**src/rtl/sd_cmd_seq.sv**
```systemverilog
// rtl/sd_cmd_seq.sv - SD-mode card identification and CMD17 read sequencer
module sd_cmd_seq #(
  parameter logic [15:0] SLOW_CLKDIV  = 16'd50,
  parameter logic [15:0] FAST_CLKDIV  = 16'd1,
  parameter logic [15:0] INIT_PRECNT  = 16'd80,
  parameter logic [15:0] CMD_PRECNT   = 16'd8,
  parameter logic [15:0] ACMD41_TRIES = 16'd2000
) (
  input  logic        clk,
  input  logic        rstn,
  input  logic        reinit,
  output logic        ctrl_start,
  output logic [15:0] ctrl_precnt,
  output logic [5:0]  ctrl_cmd,
  output logic [31:0] ctrl_arg,
  output logic [15:0] ctrl_clkdiv,
  input  logic        ctrl_busy,
  input  logic        ctrl_done,
  input  logic        ctrl_timeout,
  input  logic        ctrl_syntaxe,
  input  logic [31:0] ctrl_resparg,
  output logic        card_ready,
  output logic [1:0]  card_type,
  output logic [15:0] rca,
  output logic [3:0]  init_err,
  input  logic        rd_req,
  input  logic [31:0] rd_sector,
  output logic        rd_ack,
  output logic        rd_ok
);

  typedef enum logic [1:0] {ST_ISSUE, ST_WAIT, ST_READY, ST_ERROR} state_t;

  state_t      state_q, state_d;
  logic [5:0]  ncmd_q, ncmd_d, cmd_q, cmd_d;
  logic [31:0] arg_q, arg_d, rd_arg_q, rd_arg_d, arg_sel;
  logic [15:0] precnt_q, precnt_d, clkdiv_q, clkdiv_d, rca_q, rca_d, tries_q, tries_d;
  logic [1:0]  type_q, type_d;
  logic [3:0]  err_q, err_d;
  logic        start_q, start_d, ready_q, ready_d, v2_q, v2_d;
  logic        rd_ack_q, rd_ack_d, rd_ok_q, rd_ok_d, done_d1_q, done_d1_d;
  logic        issue_ok, resp_bad;

  // R1/R6 status bits between the RCA and the echo pattern carry nothing we act on
  logic unused_resp;
  assign unused_resp = ^ctrl_resparg[15:12];

  assign ctrl_start  = start_q;
  assign ctrl_precnt = precnt_q;
  assign ctrl_cmd    = cmd_q;
  assign ctrl_arg    = arg_q;
  assign ctrl_clkdiv = clkdiv_q;
  assign card_ready  = ready_q;
  assign card_type   = type_q;
  assign rca         = rca_q;
  assign init_err    = err_q;
  assign rd_ack      = rd_ack_q;
  assign rd_ok       = rd_ok_q;

  // Busy only drops the cycle after done, so the done cycle and the one after are blocked too
  assign issue_ok = !ctrl_busy && !ctrl_done && !done_d1_q;
  assign resp_bad = ctrl_timeout || ctrl_syntaxe;

  // Argument for the next command to be issued
  always_comb begin
    arg_sel = 32'h0;
    case (ncmd_q)
      6'd8:        arg_sel = 32'h0000_01AA;
      6'd55, 6'd7: arg_sel = {rca_q, 16'h0};
      6'd41:       arg_sel = v2_q ? 32'hC010_0000 : 32'h0010_0000;
      6'd16:       arg_sel = 32'd512;
      6'd17:       arg_sel = rd_arg_q;
      default:     arg_sel = 32'h0;
    endcase
  end

  // State and output registers
  always_ff @(posedge clk or negedge rstn) begin
    if (!rstn) begin
      state_q   <= ST_ISSUE;
      ncmd_q    <= 6'd0;
      cmd_q     <= 6'd0;
      arg_q     <= 32'h0;
      rd_arg_q  <= 32'h0;
      precnt_q  <= 16'h0;
      clkdiv_q  <= SLOW_CLKDIV;
      rca_q     <= 16'h0;
      tries_q   <= 16'h0;
      type_q    <= 2'd0;
      err_q     <= 4'd0;
      start_q   <= 1'b0;
      ready_q   <= 1'b0;
      v2_q      <= 1'b0;
      rd_ack_q  <= 1'b0;
      rd_ok_q   <= 1'b0;
      done_d1_q <= 1'b0;
    end else begin
      state_q   <= state_d;
      ncmd_q    <= ncmd_d;
      cmd_q     <= cmd_d;
      arg_q     <= arg_d;
      rd_arg_q  <= rd_arg_d;
      precnt_q  <= precnt_d;
      clkdiv_q  <= clkdiv_d;
      rca_q     <= rca_d;
      tries_q   <= tries_d;
      type_q    <= type_d;
      err_q     <= err_d;
      start_q   <= start_d;
      ready_q   <= ready_d;
      v2_q      <= v2_d;
      rd_ack_q  <= rd_ack_d;
      rd_ok_q   <= rd_ok_d;
      done_d1_q <= done_d1_d;
    end
  end

  // Sequencing: issue a command, then judge its response on done
  always_comb begin
    state_d   = state_q;
    ncmd_d    = ncmd_q;
    cmd_d     = cmd_q;
    arg_d     = arg_q;
    rd_arg_d  = rd_arg_q;
    precnt_d  = precnt_q;
    clkdiv_d  = clkdiv_q;
    rca_d     = rca_q;
    tries_d   = tries_q;
    type_d    = type_q;
    err_d     = err_q;
    start_d   = 1'b0;
    ready_d   = ready_q;
    v2_d      = v2_q;
    rd_ack_d  = 1'b0;
    rd_ok_d   = rd_ok_q;
    done_d1_d = ctrl_done;

    if (reinit) begin
      state_d  = ST_ISSUE;
      ncmd_d   = 6'd0;
      ready_d  = 1'b0;
      type_d   = 2'd0;
      v2_d     = 1'b0;
      rca_d    = 16'h0;
      err_d    = 4'd0;
      tries_d  = 16'h0;
      clkdiv_d = SLOW_CLKDIV;
    end else begin
      case (state_q)
        ST_ISSUE: begin
          if (issue_ok) begin
            start_d  = 1'b1;
            cmd_d    = ncmd_q;
            arg_d    = arg_sel;
            precnt_d = (ncmd_q == 6'd0) ? INIT_PRECNT : CMD_PRECNT;
            state_d  = ST_WAIT;
          end
        end
        ST_WAIT: begin
          if (ctrl_done) begin
            state_d = ST_ISSUE;
            case (cmd_q)
              6'd0: ncmd_d = 6'd8;
              6'd8: begin
                if (ctrl_timeout) begin
                  type_d = 2'd1;
                  v2_d   = 1'b0;
                  ncmd_d = 6'd55;
                end else if (!ctrl_syntaxe && ctrl_resparg[11:0] == 12'h1AA) begin
                  v2_d   = 1'b1;
                  ncmd_d = 6'd55;
                end else begin
                  err_d = 4'd1; state_d = ST_ERROR;
                end
              end
              6'd55: begin
                if (resp_bad) begin err_d = 4'd2; state_d = ST_ERROR; end
                else ncmd_d = 6'd41;
              end
              6'd41: begin
                if (ctrl_timeout) begin
                  err_d = 4'd3; state_d = ST_ERROR;
                end else if (ctrl_resparg[31]) begin
                  if (v2_q) type_d = ctrl_resparg[30] ? 2'd3 : 2'd2;
                  ncmd_d = 6'd2;
                end else if (tries_q == ACMD41_TRIES - 16'd1) begin
                  err_d = 4'd3; state_d = ST_ERROR;
                end else begin
                  tries_d = tries_q + 16'd1;
                  ncmd_d  = 6'd55;
                end
              end
              6'd2: begin
                if (ctrl_timeout) begin err_d = 4'd4; state_d = ST_ERROR; end
                else ncmd_d = 6'd3;
              end
              6'd3: begin
                if (resp_bad) begin
                  err_d = 4'd5; state_d = ST_ERROR;
                end else begin
                  rca_d    = ctrl_resparg[31:16];
                  clkdiv_d = FAST_CLKDIV;
                  ncmd_d   = 6'd7;
                end
              end
              6'd7: begin
                if (resp_bad) begin
                  err_d = 4'd6; state_d = ST_ERROR;
                end else if (type_q == 2'd1 || type_q == 2'd2) begin
                  ncmd_d = 6'd16;
                end else begin
                  ready_d = 1'b1; state_d = ST_READY;
                end
              end
              6'd16: begin
                if (resp_bad) begin err_d = 4'd7; state_d = ST_ERROR; end
                else begin ready_d = 1'b1; state_d = ST_READY; end
              end
              default: begin
                rd_ack_d = 1'b1;
                rd_ok_d  = !resp_bad && (ctrl_resparg[31:19] == 13'h0);
                state_d  = ST_READY;
              end
            endcase
          end
        end
        ST_READY: begin
          if (rd_req) begin
            rd_arg_d = (type_q == 2'd3) ? rd_sector : (rd_sector << 9);
            ncmd_d   = 6'd17;
            state_d  = ST_ISSUE;
          end
        end
        default: ;
      endcase
    end
  end

endmodule

```
**config.mk**
```make
export PLATFORM = sky130hd
export DESIGN_NAME = sd_cmd_seq
export DESIGN_NICKNAME = d
export VERILOG_FILES = /design/src/rtl/sd_cmd_seq.sv
export SDC_FILE = /design/constraint.sdc
export NUM_CORES = 1
export LEC_CHECK = 0
export BUFFER_PORTS_ARGS = -buffer_cell sky130_fd_sc_hd__buf_2
export CAP_MARGIN = 20
export CORE_MARGIN = 2
export CORE_UTILIZATION = 40
export DETAILED_ROUTE_END_ITERATION = 8
export GPL_ROUTABILITY_DRIVEN = 1
export MAX_ROUTING_LAYER = met4
export SETUP_SLACK_MARGIN = 0.02
export SLEW_MARGIN = 15
export SYNTH_ARGS = -nofsm -noshare
export SYNTH_HDL_FRONTEND = slang
export SYNTH_SLANG_ARGS = --single-unit
```
**constraint.sdc**
```tcl
create_clock -name clk -period 2.7 [get_ports clk]
set_input_delay 0.135 -clock clk [delete_from_list [all_inputs] [get_ports clk]]
set_output_delay 0.135 -clock clk [all_outputs]
set_load 0.005 [all_outputs]
```
# == Word-level counts from Yosys, hierarchy flattened ==
# Cells that the tools add are included.
# totals
regBits,154
in_bits,72
out_inout_bits,96
elab_cells,207
# op_classes
n_addsub,1
eq_ne,52
muxes,95
bitwise_logic,2
n_reduce_logical,40
# ops
op,n
16-bit 2-to-1 mux,17
32-bit one-hot mux with 5 select lines,1
6-bit 2-to-1 mux,13
32-bit 2-to-1 mux,2
4-bit 2-to-1 mux,13
3-bit inequality test (second input constant),17
6-bit one-hot mux with 7 select lines,1
2-bit 2-to-1 mux,20
4-bit inequality test (second input constant),8
4-bit one-hot mux with 7 select lines,1
6-bit equality test (second input constant),4
12-bit AND reduction,2
1-bit 2-to-1 mux,21
6-bit by 5-bit equality test with 1-bit output (second input constant),3
16-bit by 1-bit adder with 16-bit output (second input constant),1
16-bit by 11-bit equality test with 1-bit output (second input constant),1
4-bit AND reduction,4
2-bit one-hot mux with 7 select lines,1
13-bit zero test,1
12-bit by 9-bit equality test with 1-bit output (second input constant),1
6-bit by 2-bit equality test with 1-bit output (second input constant),2
6-bit by 3-bit equality test with 1-bit output (second input constant),2
6-bit by 4-bit equality test with 1-bit output (second input constant),2
6-bit zero test,2
other kinds (24),50

# == Logic depth before layout (Yosys ltp) ==
# Gate-level depths: netlist (run 1).
# logic_depth
word_depth,8
ltp_mapped,10
depth_no_buf,8

# == Worst setup path before layout (run 1) ==
# OpenSTA, ideal clock, no wires.
# synth_path
path_type,reg-to-reg
from,reg tries_q[11]
to,reg err_q[2] (netlist: init_err[2])
setup_ns,0.066
arrival_ns,2.444
required_ns,2.634
path_slack_ns,0.190
stages_incl_launch_ff,7
path_buffers,0
synth_period_minus_slack_ns,2.510
path_cell_list,dfrtp_1 > or4b_1 > nor4_4 > nor3_2 > or4_4 > or4_1 > nand2_1
# synth_via
elab_chain_len,3
# synth_lines
item,line_no,rtl
"start, declared",37,"logic [15:0] precnt_q, precnt_d, clkdiv_q, clkdiv_d, rca_q, rca_d, tries_q, tries_d;"
"start signal, assigned",106,tries_q <= tries_d;
16-bit by 11-bit equality test with 1-bit output,186,end else if (tries_q == ACMD41_TRIES - 16'd1) begin
4-bit inequality test (no line),--,
12-bit AND reduction (no line),--,
"end signal, assigned",108,err_q <= err_d;
"end, declared",39,"logic [3:0] err_q, err_d;"
# No other way between the ends.
# A chain may end at the register's enable or synchronous reset.

# == Worst setup path after layout (run 1) ==
# Ends and elaborated chain as after synthesis.

==> results of run 1 <==
[cells by family (layout without fill, tap and decap cells)]
group / Yosys count / count (layout) / share of synthesized area, %
xor gates and xnor gates: 17 / 17 / 2.33
AOI/OAI and AO/OA: 135 / 135 / 13.6
buffers and inverters: 85 / 226 / 6.71
muxes: 30 / 30 / 4.72
other: 1 / 27 / 0.0587
and+or+nand+nor: 307 / 307 / 22.6
adders and majority gates: 5 / 5 / 0.978
DFF: 125 / 125 / 48.9
[registers in the layout, summed over array words and instances (netlist names), 2 cells and up]
name and flops:
card_type 2, ctrl_arg 32, ctrl_clkdiv 2, ctrl_cmd 6
ctrl_precnt 2, init_err 3, ncmd_q 6, rca 16
rd_arg_q 32, state_q 2, tries_q 16
[layout by cell type (no fill, tap or decap), drive strengths merged, types with 4 or more instances in the layout]
cell type	count
buf	162
nand2	143
dfrtp	124
nor2	66
o21ai	50
mux2i	29
conb	26
a21oi	24
dlygate4sd3	23
clkbuf	20
a221oi	17
nand3	16
xor2	15
nor3	11
inv	11
nor2b	10
nor4	9
a31oi	8
and3	8
nand2b	7
clkinv	7
a211oi	6
nand4	6
ha	5
or4	5
and2	4
o2111ai	4
[critical path: cells and delay by family, from the launching register on]
family / cells / cell delay, ns
flip-flops: 1 / 0.42
AND/OR/NAND/NOR: 6 / 2.03
[stage by stage]
stage               instance area (µm²)  util, %
floorplan                          6490        -
global placement                   7250     46.0
detailed placement                 7250     46.0
CTS                                8020     50.8
global route                       8030     50.9
finish                             8030     50.9
[per-layer routing]
layer | GRT usage [%] | routed length, µm | up-vias
met5 | - | 0 | -
li1 | - | - | 2710
met3 | 4.15 | 1030 | 27
met4 | 7.20 | 280 | 0
met2 | 35.0 | 8750 | 224
met1 | 29.4 | 8260 | 2742
[repair_timing]
item                                   CTS  global route
hold buffers                            23             0
setup endpoints to repair                0             3
buffers inserted                         0             1
endpoints found under the hold margin  146             0
gates resized for setup                  0             1
[power by group through the flow]
stage	registers [W]	clock network (W)	logic (W)
after global placement	0.00245	0	0.00136
after floorplan	0.00240	0	0.000844
after CTS	0.00243	0.00210	0.00142
after global routing	0.00247	0.00220	0.00157
final	0.00243	0.00206	0.00141
after detailed placement	0.00246	0	0.00139
[cell type report]
class	instances	area, µm²
antenna	1	2.50
clock buffer	20	447
clock inverter	12	90.1
fill	1494	7740
inverter	9	33.8
multi-input combinational	520	2940
sequential	125	3130
tap	216	270
timing repair buffer	185	1120
[worst paths after layout]
check	from	slack [ns]	to
min in group asynchronous	rstn	0.32	ctrl_arg[6]
setup reg to reg	tries_q[11]	0.18	init_err[2]
setup / recovery	tries_q[11]	0.18	init_err[2]
max in group asynchronous	rstn	1.81	rd_arg_q[7]
hold reg to reg	ctrl_arg[11]	0.46	ctrl_arg[11]
hold / removal	rd_sector[6]	0.02	rd_arg_q[6]
==> metrics, run 1 <==
max_slew headroom=about half; CORE AREA=0.0158 mm²; Synth area leader=dfrtp_1; pre-CTS setup slack=approximately 0.12 ns; Remaining DRCs=0; worst skew pair latency=0.42 ns; vias in the first global route=5394; Final Cycle Share=93.2%; port bufs=approximately 140; Pwr Density=736 mW/mm²; hpwl dp=12800 µm; sequential share of power=about 41%; Core Rows=46; largest net degree at the start of global routing=around 130; hold_ws=0.0168 ns; critical path class=reg -> reg; share of layout cells above drive strength 1=about a quarter; Initial Utilization=40.5%; Synth Flop Type=dfrtp_1; vias per cell=5.24; Non-Filler Instances=between 1000 and 1500; CP required=~3.1 ns; Worst Path Max Fanout=6; count of cell types in the netlist=61; antenna violations before repair=0; slowest CP cell=or4b_4; CTS clk-pin slew, worst paths=about 0.060 ns; Mapped Avg Cell Area=9.07 µm²; wire length after detailed routing=18300 µm; Antenna Nets Post-Route=0; DIE AREA=0.0170 mm²; Final Hold Viols=0; ys async rst share=100%; max-slew violation count=0; Layout area overhead=25.6%; Seq/Total Area, Yosys=48.9%; crit path launch type=register; clock tree from TritonCTS=done; All-Layer GR Usage=about 22%; Final WS setup=0.182 ns; ranking of synthesized cells by area=dfrtp_1 49%, nand2_1 8.4%, mux2i_1 4.5%; clk_skew=approximately 0.011 ns; Initial DRC Count=363; placed cells=1031; status=completed; Ys Warns=0; mapped cell area=about 0.0064 mm²; top cells by count, synth=143 x nand2_1, 124 x dfrtp_1, 66 x nor2_1; Worst Hold Depth=3; critical path arrival=2.87 ns; nets@finish=~940; Die W=130 µm; Slew @ Worst Pin=0.742 ns; sw frac=32.0%; P_sw=between 0.0015 and 0.002 W; Setup Viol. Count Final=0; crit-path cells=or4b_4, nor4_4, nor3_2, or4_4, or4_1, nand2_1; total power=0.00591 W; global-route wire length before repair=28100 µm; Pint=0.00402 W; CP Capture Type=register; Max Freq=0.397 GHz; via count=5703; share of the synthesized area in the top cell type=48.5%; Synth Instances=a little over 700; Avg WL per Cell=roughly 17 µm; Peak VDD IR=0.522 mV; LEAKAGE=3.84 nW; first-pass iteration count of the detailed router=5; Root Driver=clkbuf_16; # IOs=168; Hold Path Class=in -> reg; Post-synth EDFFs=0; global placer's final weighted congestion=around 0.92; CTS max path bufs=2; clock network power share=34.9%; R2R depth=6; RSZ-0062 raised after global routing=false; Synth Register Bits=125; total CTS buffers=17; most frequent cell after synthesis=nand2_1; Crit path largest cell delay=0.56 ns; H-Tree Depth=4; clk sinks=125; max-cap violation count=0; final global-route overflow total=0; Logic pwr share=23.9%; chip height=130 µm; Final min period=around 2.5 ns; TNS Setup=0 ns
Power figures use the tool's default switching activity.
==> run 2: changes to the inputs <==
Settings changed: ABC_AREA set to 1, PLACE_DENSITY set to 0.65.
Clock period 2.7 ns to 2.95 ns, I/O delays scaled along.
==> run 2 against run 1 <==
Against the previous run: worst setup slack better by 0.63 ns; critical endpoint is now ctrl_arg[28]; largest cell class unchanged; combinational power up 11%; sequential power down 4%; global-route usage down 0.87 points; synthesized cell count up 23%.
==> metrics, run 2 <==
fin area=0.00847 mm² (+5.5%); Final min period=2.13 ns (-0.384 ns); critical path arrival=2.46 ns (-0.41 ns); Seq/Total Area, Yosys=45.9% (-3.0 points); r2r endpoint=ctrl_arg[28]; chip height=135 µm (+3.2%); Setup Viol. Count Final=0 (unchanged); RSZ-0062 raised after global routing=false; vias in the first global route=5742 (+6.5%); DP Area=0.00760 mm² (+4.8%); commonest cells after routing, fill and taps aside=200 x nand2_1, 136 x buf_2, 124 x dfrtp_1; Die W=135 µm (+3.2%); share of the synthesized area in the top cell type=45.5% (-3.0 points); mapped cell area=0.00682 mm² (+6.6%); max-slew violation count=0 (unchanged); Post-synth EDFFs=0 (unchanged); DIE AREA=0.0181 mm² (+6.4%); Levels on crit path=7 (+1); CTS max path bufs=2 (unchanged); Avg WL per Cell=14.7 µm (-13%); status=completed; via count=6226 (+9.2%); CP required=3.27 ns (+0.22 ns); ys async rst share=100% (unchanged); Critical path origin=state_q[0]; nets@finish=1097 (+17%); antenna violations before repair=1 (+1); TNS Setup=0 ns (unchanged); Setup crit end=ctrl_arg[28]; Synth Instances=865 (+23%); slowest CP cell=nand2_2; LEAKAGE=4.40 nW (+15%); Crit path largest cell delay=0.41 ns (-0.15 ns); total CTS buffers=17 (unchanged); Mapped Avg Cell Area=7.88 µm² (-13%); Layout area overhead=24.3%; R2R Path Start=state_q[0]; Initial DRC Count=351 (-3.3%); gr busiest metal=met2; met1 usage=29.3% (-0.058 points); crit-path cells=inv_1, ha_1, inv_1, nor3_2, buf_4, nand2_2, o211ai_1; Crit path buffers/inverters=3 (+3); fillers=1592 (+6.6%); top cells by count, synth=200 x nand2_1, 124 x dfrtp_1, 107 x inv_1; R2R depth=7 (+1); Remaining DRCs=0 (unchanged); share of layout cells above drive strength 1=21.8% (-2.2 points); Max Freq=0.469 GHz (+18%); Slew @ Worst Pin=0.818 ns (+0.0766 ns); worst skew pair latency=0.42 ns (about the same); clk sinks=125 (unchanged); Final Cycle Share=72.3% (-21 points); clk_skew=0.00674 ns (-0.00384 ns); Crit path max-delay family=simple AND/OR/NAND/NOR gates; hold_ws=0.0108 ns (-0.00601 ns); Root Driver=clkbuf_16; largest net degree at the start of global routing=80 (-37%); CORE AREA=0.0166 mm² (+5.5%); hpwl dp=13200 µm (+3.1%); most frequent cell after synthesis=nand2_1; critical path class=reg -> reg; max_slew headroom=45.4% (-5.2 points); Hold Path Class=in -> reg; Core Rows=47 (+2.2%); # IOs=168 (unchanged); Synth Register Bits=125 (unchanged); global placer's final weighted congestion=0.937 (+1.5%); met2 Use GR=32.9% (-2.1 points); H-Tree Depth=4 (unchanged); port bufs=137 (unchanged); Synth area leader=dfrtp_1; Synth Flop Type=dfrtp_1; wire length after detailed routing=18400 µm (+0.34%); final global-route overflow total=0 (unchanged); crit path launch type=register; global-route wire length before repair=29700 µm (+5.7%); total power=0.00605 W (+2.4%); Register Area=0.00313 mm² (unchanged); commonest non-fill, non-tap cell in the layout=nand2_1; Peak VDD IR=0.450 mV (-14%); All-Layer GR Usage=21.4% (-0.87 points); max-cap violation count=0 (unchanged); vias per cell=4.96 (-5.3%); Antenna Nets Post-Route=0 (unchanged); clock tree from TritonCTS=done; Ys Warns=0 (unchanged); multi-input logic area=0.00300 mm² (+1.9%); Worst Path Max Fanout=28 (+22); first-pass iteration count of the detailed router=6 (+1); count of cell types in the netlist=40 (-34%); CTS clk-pin slew, worst paths=0.06 ns (about the same); ranking of synthesized cells by area=dfrtp_1 46%, nand2_1 11%, nand3_1 6.5%; Initial Utilization=41.0% (+0.42 points); Post-CTS Setup Inserts=0 (unchanged); Final Hold Viols=0 (unchanged); CP Capture Type=register; most used cell, CP=inv_1; Pwr Density=714 mW/mm² (-2.9%); met3 Resource Use GR=4.24% (+0.089 points); setup slack on the worst flop-to-flop path=0.82 ns (+0.63 ns)
-- run 2: changes by cell type after synthesis, sizes merged, moves of 17 or more --
cell | before | now
a221oi | 17 | 0
clkbuf | 43 | 16
inv | 9 | 114
mux2i | 29 | 0
nand2 | 143 | 207
nand3 | 16 | 97
o211ai | 3 | 39
o21ai | 50 | 67
-- run 2: power breakdown --
group	total (W)	internal, W	switching [W]
Combinational	0.00157	0.000582	0.000992
Sequential	0.00233	0.00209	0.000234
Clock	0.00215	0.00127	0.000875
Total	0.00605	0.00395	0.00210
-- run 2: metrics by stage --
stage,std cells,setup WS (ns),util [%]
6_report,1254,0.816,50.9
5_1_grt,1254,0.616,50.9
4_1_cts,1252,0.796,50.7
3_5_place_dp,1196,0.805,45.7
3_3_place_gp,1196,0.831,45.7
2_1_floorplan,890,1.29,-
-- run 2: cell type report --
| class | count | area share, % |
|---|---|---|
| multi-input cells | 589 | 35.4 |
| diodes | 1 | 0.0295 |
| inverters | 114 | 5.05 |
| clock buffers | 17 | 5.02 |
| repair buffers | 173 | 12.3 |
| well taps | 220 | 3.25 |
| flip-flops and latches | 125 | 36.9 |
| clock inverters | 15 | 2.08 |
-- run 2: what timing repair did --
item,4_1_cts,5_1_grt
hold endpoints to repair,100,0
gates resized for setup,0,0
hold buffers,24,0
setup endpoints to repair,0,0
-- run 2: tightest hold or removal path: stages --
cell and delay, ns:
buf_2 0.10, nand3_1 0.08, nand2_1 0.06
-- run 2: metal layers --
metal | vias to the layer above | wire, µm
li1 | 3084 | -
met5 | - | 0
met1 | 2914 | 8470
met2 | 212 | 8550
met4 | 0 | 168
met3 | 16 | 1190
-- run 2: logic make-up after synthesis --
| logic type | count (synthesis) | synth area share (%) |
|---|---|---|
| XOR/XNOR | 11 | 1.41 |
| other | 1 | 0.0550 |
| adder cells (fa/ha/maj) | 5 | 0.918 |
| AO/OA/AOI/OAI | 133 | 11.8 |
| buffers and inverters | 176 | 11.7 |
| AND/OR/NAND/NOR | 414 | 28.2 |
| flip-flops | 125 | 45.9 |
-- run 2: worst min path at each step --
stage	start	to	depth (start not counted)	slack, ns
2_1_floorplan	rstn	card_ready	0	-0.15
3_3_place_gp	ctrl_done	done_d1_q	1	0.30
3_5_place_dp	ctrl_done	done_d1_q	1	0.30
4_1_cts	ctrl_resparg[19]	rca[3]	3	0.0006
5_1_grt	ctrl_resparg[19]	rca[3]	3	0.005
6_report	ctrl_resparg[19]	rca[3]	3	0.01
==> run 3: changes to the inputs <==
Settings changed: ABC_AREA 1 to 0, PLACE_DENSITY 0.65 to 0.68.
Clock period 2.95 ns to 1.7 ns, I/O delays scaled along.
==> run 3 against run 2 <==
Against the previous run: the flow now finishes with violations (negative hold slack, negative setup slack); clock power is 68% higher; critical path depth is 1 lower; sequential power is 68% higher; cell area is 18% higher; via count is 3.8% higher; global-route usage is 2.6 points higher; first-iteration DRC count is 21% higher; maximum frequency is 9.8% lower; worst hold slack worse by 0.023 ns; utilization is 13 points higher; largest cell class is now multi-input gates; highest routed layer unchanged.
==> metrics, run 3 (same netlist as run 1, synthesis figures left out) <==
nets@finish=1076 (-1.9%); Avg WL per Cell=17.5 µm (+19%); CP Capture Type=register; DP Area=0.00807 mm² (+6.1%); DIE AREA=0.0170 mm² (-6.0%); port bufs=137 (unchanged); hpwl dp=13500 µm (+2.5%); crit-path cells=or4_4, nor4_4, nor3_2, or4_4, or3_1, a21oi_2; Remaining DRCs=0 (unchanged); ant diodes=0 (-1); vias per cell=5.27 (+6.1%); H-Tree Depth=4 (unchanged); Final Cycle Share=139% (+67 points); global-route wire length before repair=30600 µm (+3.1%); max-slew violation count=0 (unchanged); Crit path max-delay family=simple AND/OR/NAND/NOR gates; max_slew headroom=59.1% (+14 points); critical path class=reg -> reg; hold_ws=-0.0119 ns (-0.0227 ns); setup slack on the worst flop-to-flop path=-0.67 ns (-1.48 ns); Crit path largest cell delay=0.54 ns (+0.13 ns); fillers=1260 (-21%); CTS clk-pin slew, worst paths=0.06 ns (about the same); total CTS buffers=17 (unchanged); CP required=2.04 ns (-1.23 ns); Crit path buffers/inverters=0 (-3); failing checks=negative hold slack, negative setup slack; vias in the first global route=6037 (+5.1%); Max Freq=0.422 GHz (-9.8%); commonest cells after routing, fill and taps aside=137 x buf_2, 124 x nand2_1, 119 x dfrtp_1; clk sinks=125 (unchanged); worst skew pair latency=0.42 ns (about the same); status=finished, violations left; most used cell, CP=or4_4; share of layout cells above drive strength 1=42.2% (+20 points); Pwr Density=1100 mW/mm² (+54%); final global-route overflow total=0 (unchanged); CORE AREA=0.0158 mm² (-5.2%); antenna violations before repair=0 (-1); chip height=130 µm (-3.1%); Peak VDD IR=0.833 mV (+85%); Hold Path Class=in -> reg; clock tree from TritonCTS=done; wire length after detailed routing=21400 µm (+17%); max-cap violation count=0 (unchanged); Layout area overhead=56.9%; Final Hold Viols=3 (+3); CTS max path bufs=2 (unchanged); Final min period=2.37 ns (+0.233 ns); slowest CP cell=or4_4; Core Rows=46 (-2.1%); Final WS setup=-0.667 ns (-1.48 ns); LEAKAGE=4.81 nW (+9.2%); Worst Path Max Fanout=5 (-82%); Initial Utilization=40.5% (-0.42 points); largest net degree at the start of global routing=57 (-29%); critical path arrival=2.71 ns (+0.25 ns); Setup Viol. Count Final=44 (+44); crit path launch type=register; Antenna Nets Post-Route=0 (unchanged); Root Driver=clkbuf_16; RSZ-0062 raised after global routing=true; global placer's final weighted congestion=0.870 (-7.2%); first-pass iteration count of the detailed router=5 (-1); clk_skew=0.00675 ns (+0.0000101 ns); fin area=0.0100 mm² (+18%); commonest non-fill, non-tap cell in the layout=buf_2; Initial DRC Count=424 (+21%); TNS Setup=-13.41 ns (-13.41 ns); All-Layer GR Usage=24.1% (+2.6 points); # IOs=168 (unchanged); Die W=130 µm (-3.1%); Slew @ Worst Pin=0.614 ns (-0.204 ns); via count=6461 (+3.8%)
run 3: cell count changes in the layout (fill, tap and decap cells not counted), sizes merged, moves of 17 or more:
cell / delta
o21ai: -17
nand2: -64
mux2i: +29
a221oi: +17
nand3: -81
inv: -113
o211ai: -36
buf: +134
run 3: worst reg2reg max path, stage by stage, from the launching register on:
cell     delay (ns)
dfrtp_1        0.37
or4_4          0.54
nor4_4         0.32
nor3_2         0.06
or4_4          0.50
or3_1          0.34
a21oi_2        0.16
run 3: path summary, 6_finish.rpt:
path,to,startpoint,cells after the start
max in group asynchronous,ctrl_arg[28],rstn,3
min in group asynchronous,rd_arg_q[5],rstn,2
max,init_err[0],tries_q[12],6
min reg2reg,ctrl_arg[12],ctrl_arg[12],2
min,rd_arg_q[24],rd_sector[24],3
max reg2reg,init_err[0],tries_q[12],6
run 3: timing repair:
item                                    4_1_cts  5_1_grt
hold buffers                                 36        1
hold endpoints to repair                    161        1
pin swaps                                    36       22
gates resized for setup                      84      107
endpoints found under the setup margin       77      111
setup buffers                                11       12
cloned                                        2       10
run 3: final cells by class:
cell class	instances	area [µm²]	share of cell area, %
Clock buffer	26	499	4.98
Tap cell	216	270	2.69
Timing Repair Buffer	326	2520	25.1
Sequential cell	125	3140	31.3
Clock inverter	5	81.3	0.811
Inverter	9	46.3	0.462
Multi-Input combinational cell	520	3470	34.6
run 3: power by group:
part | switching (W) | leakage [nW] | internal [W]
registers | 0.000420 | 1.68 | 0.00349
clock network | 0.00131 | 0.281 | 0.00231
logic | 0.00173 | 2.85 | 0.00177
total | 0.00346 | 4.81 | 0.00757
run 3: per-stage QoR:
step                cells  hold WS (ns)  setup WS [ns]  power, W  utilization [%]
floorplan             730        -0.211         -0.657   0.00521                -
global placement     1127       -0.0733         -0.658   0.00650             51.2
detailed placement   1127       -0.0753         -0.656   0.00656             51.2
CTS                  1205      0.000826         -0.683    0.0106             59.8
global route         1227      0.000716         -0.764    0.0116             63.6
finish               1227       -0.0119         -0.667    0.0110             63.6
run 3: metal layers:
metal	global-route usage, %	share of wire [%]	up-vias	routed length (µm)
li1	-	-	3004	-
met1	30.9	43	3176	9130
met2	38.6	50	236	10600
met3	4.76	5.2	45	1120
met4	7.70	2.6	0	552
met5	-	0	-	0
